`src/rtl/load_hazard_scoreboard.sv`:
```
// load_hazard_scoreboard -- load-use hazard unit tracking loads across a multi-cycle data memory.
// Rev 1.0
`default_nettype none

module load_hazard_scoreboard #(
  parameter int REG_W    = 5,
  parameter int LOAD_LAT = 3,
  parameter int ZERO_REG = 31,
  parameter int HAS_ZERO = 1,
  parameter int CNT_W    = 16
) (
  input  logic             clk,
  input  logic             rst_n,
  input  logic             IDEX_MemRead,
  input  logic [REG_W-1:0] IDEX_rd,
  input  logic [REG_W-1:0] IFID_rn,
  input  logic [REG_W-1:0] IFID_rm,
  input  logic [REG_W-1:0] IFID_rd,
  input  logic             IFID_StoreEn,
  input  logic             mem_stall,
  output logic             PC_WriteEn,
  output logic             IFID_WriteEn,
  output logic             Stall_flush,
  output logic [CNT_W-1:0] stall_count
);

  localparam int NSLOT = (LOAD_LAT > 1) ? LOAD_LAT - 1 : 1;

  logic [NSLOT-1:0] slot_hit_rn;
  logic [NSLOT-1:0] slot_hit_rm;
  logic [NSLOT-1:0] slot_hit_rd;
  logic             hit_rn;
  logic             hit_rm;
  logic             hit_rd;
  logic             hazard;

  function automatic logic is_zero(input logic [REG_W-1:0] r);
    return (HAS_ZERO != 0) && (r == REG_W'(ZERO_REG));
  endfunction

  generate
    if (LOAD_LAT > 1) begin : g_slots
      localparam logic [3:0] CNT_INIT = 4'(LOAD_LAT - 1);

      logic [REG_W-1:0] slot_reg [NSLOT];
      logic [3:0]       slot_cnt [NSLOT];
      logic [3:0]       cnt_nx   [NSLOT];
      logic [NSLOT-1:0] alloc_sel;
      logic             found;
      logic             do_alloc;

      always_comb begin
        slot_hit_rn = '0;
        slot_hit_rm = '0;
        slot_hit_rd = '0;
        alloc_sel   = '0;
        found       = 1'b0;
        do_alloc    = !mem_stall && IDEX_MemRead && !is_zero(IDEX_rd);
        for (int i = 0; i < NSLOT; i++) begin
          slot_hit_rn[i] = (slot_cnt[i] != 4'd0) && (slot_reg[i] == IFID_rn);
          slot_hit_rm[i] = (slot_cnt[i] != 4'd0) && (slot_reg[i] == IFID_rm);
          slot_hit_rd[i] = (slot_cnt[i] != 4'd0) && (slot_reg[i] == IFID_rd);
          cnt_nx[i]      = (slot_cnt[i] != 4'd0) ? slot_cnt[i] - 4'd1 : 4'd0;
        end
        // A slot draining to zero on this edge is already eligible for reuse.
        for (int i = 0; i < NSLOT; i++) begin
          if (!found && cnt_nx[i] == 4'd0) begin
            found        = 1'b1;
            alloc_sel[i] = 1'b1;
          end
        end
      end

      always_ff @(posedge clk) begin
        if (!rst_n) begin
          for (int i = 0; i < NSLOT; i++) begin
            slot_cnt[i] <= 4'd0;
            slot_reg[i] <= '0;
          end
        end else if (!mem_stall) begin
          for (int i = 0; i < NSLOT; i++) begin
            if (do_alloc && alloc_sel[i]) begin
              slot_reg[i] <= IDEX_rd;
              slot_cnt[i] <= CNT_INIT;
            end else begin
              slot_cnt[i] <= cnt_nx[i];
            end
          end
        end
      end
    end else begin : g_no_slots
      assign slot_hit_rn = '0;
      assign slot_hit_rm = '0;
      assign slot_hit_rd = '0;
    end
  endgenerate

  always_comb begin
    hit_rn = ((IDEX_MemRead && IFID_rn == IDEX_rd) || |slot_hit_rn) && !is_zero(IFID_rn);
    hit_rm = ((IDEX_MemRead && IFID_rm == IDEX_rd) || |slot_hit_rm) && !is_zero(IFID_rm);
    hit_rd = ((IDEX_MemRead && IFID_rd == IDEX_rd) || |slot_hit_rd) && !is_zero(IFID_rd);
    hazard = hit_rn || hit_rm || (IFID_StoreEn && hit_rd);
  end

  always_comb begin
    PC_WriteEn   = 1'b1;
    IFID_WriteEn = 1'b1;
    Stall_flush  = 1'b0;
    if (!rst_n) begin
      PC_WriteEn   = 1'b1;
      IFID_WriteEn = 1'b1;
    end else if (mem_stall) begin
      // Frozen pipe: hold everything, but do not bubble.
      PC_WriteEn   = 1'b0;
      IFID_WriteEn = 1'b0;
    end else if (hazard) begin
      PC_WriteEn   = 1'b0;
      IFID_WriteEn = 1'b0;
      Stall_flush  = 1'b1;
    end
  end

  always_ff @(posedge clk) begin
    if (!rst_n) begin
      stall_count <= '0;
    end else if (Stall_flush && (stall_count != {CNT_W{1'b1}})) begin
      stall_count <= stall_count + 1'b1;
    end
  end

endmodule

`default_nettype wire

```
`config.mk`:
```
export PLATFORM = sky130hd
export DESIGN_NAME = load_hazard_scoreboard
export DESIGN_NICKNAME = d
export VERILOG_FILES = /design/src/rtl/load_hazard_scoreboard.sv
export SDC_FILE = /design/constraint.sdc
export NUM_CORES = 1
export LEC_CHECK = 0
export BUFFER_PORTS_ARGS = -buffer_cell sky130_fd_sc_hd__buf_2
export CAP_MARGIN = 25
export CELL_PAD_IN_SITES_DETAIL_PLACEMENT = 2
export CELL_PAD_IN_SITES_GLOBAL_PLACEMENT = 2
export CORE_MARGIN = 2
export CORE_UTILIZATION = 30
export CTS_CLUSTER_SIZE = 10
export DETAILED_ROUTE_END_ITERATION = 6
export GPL_TIMING_DRIVEN = 0
export PLACE_DENSITY = 0.8
export SLEW_MARGIN = 25
export SYNTH_ARGS = -nofsm -noshare
export SYNTH_HDL_FRONTEND = slang
export SYNTH_SLANG_ARGS = --single-unit
```
`constraint.sdc`:
```
create_clock -name clk -period 2.9 [get_ports clk]
set_input_delay 0.58 -clock clk [delete_from_list [all_inputs] [get_ports clk]]
set_output_delay 0.58 -clock clk [all_outputs]
set_load 0.05 [all_outputs]
```
==> metrics.csv <==
metric;value;unit
status;finished, violations left;
failed_checks;setup timing;
antenna_cells;0;
fin_skew;0.00509;ns
clock.fmax;327;MHz
synthToLayoutAreaGrowth;26.5;%
nNetsFinal;327;
grt_overflow;0;
muxShareOfSynthArea;2.20;%
synth_adder_area_share;0.549;%
period_needed;3.06;ns
grt_pass1_wl;12500;um
setup_viol;3;
fillers;830;
hp-class;register to register;
slew_headroom;52.0;%
vias;2140;
core;7290;um^2
clock_sinks;34;
crit_fanout;3;
clock_latency;0.28;ns
viasPerCell;5.34;
start_kind;register;
synth_nets;263;
ys_warn_count;0;
avgSynthCellArea;9.61;um^2
fin_crit_sh;106;%
synth_area_leader_cell;edfxtp_1;
cts_hold_buf;0;
synthXorXnorAreaFrac;17.3;%
rrSetupSlack;0.12;ns
synth_area;2280;um^2
crit_type;register to output port;
drt-initial-drc-count;71;
post_drt_wl_per_cell;19.0;um
drtPass1Iterations;4;
setup_slack;-0.160;ns
die_y;91.2;um
cts-root-buf;clkbuf_8;
p_per_area;416;nW/um^2
dieWidth;91.2;um
largest_reg_flops;16;
ys_types;47;
ys_ff_latch;34;
cts_tree;done;
synth_area_leaders;edfxtp_1, dfxtp_1, xnor2_1, nand4_1, xor2_1;
path_clk_slew;0.07;ns
vdd_drop_max;0.163;mV
stdcell_count;401;
synth_top_family_by_area;simple AND/OR/NAND/NOR gates;
port_buffers;43;
grt_antenna_before_repair;0;
synth_compound_gate_area_share;11.5;%
routabilityCongestion;0.782;
place_ws;-0.167;ns
wirelength;7640;um
max-cap-violations;0;
rows;31;
hpwlAfterDp;5480;um
end_kind;output port;
design_area;2880;um^2
yosys.area_share.simple;27.2;%
dpl.cell_count;379;
arrival;2.48;ns
ant_nets;0;
dpl-instance-area;2630;um^2
grt_max_degree;16;
worstPathRequired;2.32;ns
drc;0;
grt_setup_unrepaired;yes;
synth_top_area_share;23.7;%
ctsHtreeMaxLevel;2;
drive_gt1_share;28.8;%
p_leak;1.08;nW
hold_viol;0;
io_pins;44;
worst_pin_slew;0.717;ns
die_area;8310;um^2
first_global_vias;2299;
final-max-slew-violation-count;0;
cts_made_buffers;5;
seq_area_frac_synth;37.8;%
synthCells;237;
initial_utilization;31.2;%
clk_path_buf_depth;2;
track_usage;19.0;%
routing by layer:
metal / routed length, um / vias up / part of all wire, % / global-route usage, %
met5: 0 / - / 0 / 0
met4: 40 / 0 / 0.52 / 3.54
met3: 219 / 5 / 2.9 / 2.66
met2: 3960 / 37 / 52 / 34.5
met1: 3410 / 1083 / 45 / 24.2
li1: - / 1015 / - / -
per-stage QoR:
| stage | util, % | hold WS, ns | total power [W] | setup TNS, ns |
|---|---|---|---|---|
| floorplan | - | 0.623 | 0.000728 | 0 |
| global placement | 36.1 | 0.477 | 0.000817 | -0.216 |
| detailed placement | 36.1 | 0.488 | 0.000828 | -0.389 |
| CTS | 38.9 | 0.502 | 0.00120 | -0.236 |
| global route | 39.5 | 0.528 | 0.00127 | -0.607 |
| finish | 39.5 | 0.504 | 0.00120 | -0.347 |
cell families after synthesis:
logic type      Yosys count
simple gates            103
xor+xnor                 45
compound gates           40
flops                    34
buf+inv                   9
mux                       5
fa+ha+maj                 1
worst paths after layout:
kind | depth (start not counted) | end | startpoint
max reg2reg | 12 | stall_count[11] | g_slots.slot_cnt[1][1]
min reg2reg | 2 | stall_count[8] | stall_count[8]
max | 9 | PC_WriteEn | g_slots.slot_cnt[1][1]
min | 2 | stall_count[8] | stall_count[8]
synthesized netlist by cell type (all sizes together):
cell,number
o21a,1
or4b,2
nor3,9
nor2,7
nor4,4
and2,7
nand4,16
nand3b,1
o221ai,1
buf,6
o32ai,1
or3,6
dfxtp,16
o22ai,1
o311a,1
o31ai,4
a311oi,1
a21oi,16
or2b,1
a21o,1
o31a,1
edfxtp,18
nor3b,1
nand3,8
ha,1
and4,4
nand2,21
o21ai,10
xnor2,35
or4,5
o311ai,1
a211oi,1
mux2i,5
nand2b,4
xor2,10
and3,7
inv,2
clkbuf,1
area by class of cell:
class	count	area [um^2]	area share (%)
Buffer	5	53.8	1.87
Timing Repair Buffer	59	358	12.4
Clock buffer	8	80.1	2.78
Inverter	2	7.51	0.261
Sequential cell	34	861	29.9
Tap cell	99	124	4.30
Multi-Input combinational cell	194	1400	48.5
layout by cell type (no fill, tap or decap), types with 2 or more instances in the layout:
cell / count
nor3_2: 3
nand2b_1: 4
a21oi_1: 15
edfxtp_1: 18
nand2_1: 21
nand3_1: 7
buf_4: 18
nor4_1: 3
clkbuf_1: 4
buf_6: 2
buf_8: 2
dfxtp_1: 16
xor2_1: 10
or4b_2: 2
o31ai_1: 4
mux2i_1: 5
and2_1: 6
and4_1: 4
o21ai_0: 3
o21ai_1: 6
nand4_1: 15
or3_1: 5
and3_1: 6
clkbuf_8: 5
buf_2: 40
inv_1: 2
nor2_1: 6
nor3_1: 6
or4_1: 4
xnor2_1: 35
critical path: stages, from the launching register on:
cell      delay [ns]
edfxtp_1        0.42
or4_4           0.61
nand4_4         0.10
o32ai_4         0.08
a211oi_2        0.31
buf_4           0.18
nand3_4         0.07
o21ai_4         0.18
buf_6           0.12
buf_8           0.13
where the power goes:
part           total, W  leakage [nW]  internal [W]  switching [W]
Combinational  0.000307         0.716      0.000134       0.000174
Sequential     0.000553         0.322      0.000529      0.0000247
Clock          0.000338        0.0395      0.000171       0.000167
Total           0.00120          1.08      0.000833       0.000365
repair_timing:
item / in CTS / in global routing
gates resized for setup: 14 / 4
pin swaps: 6 / 4
setup buffers: 10 / 6
setup endpoints to repair: 3 / 3
No activity file was read; power rests on OpenSTA's default activity.
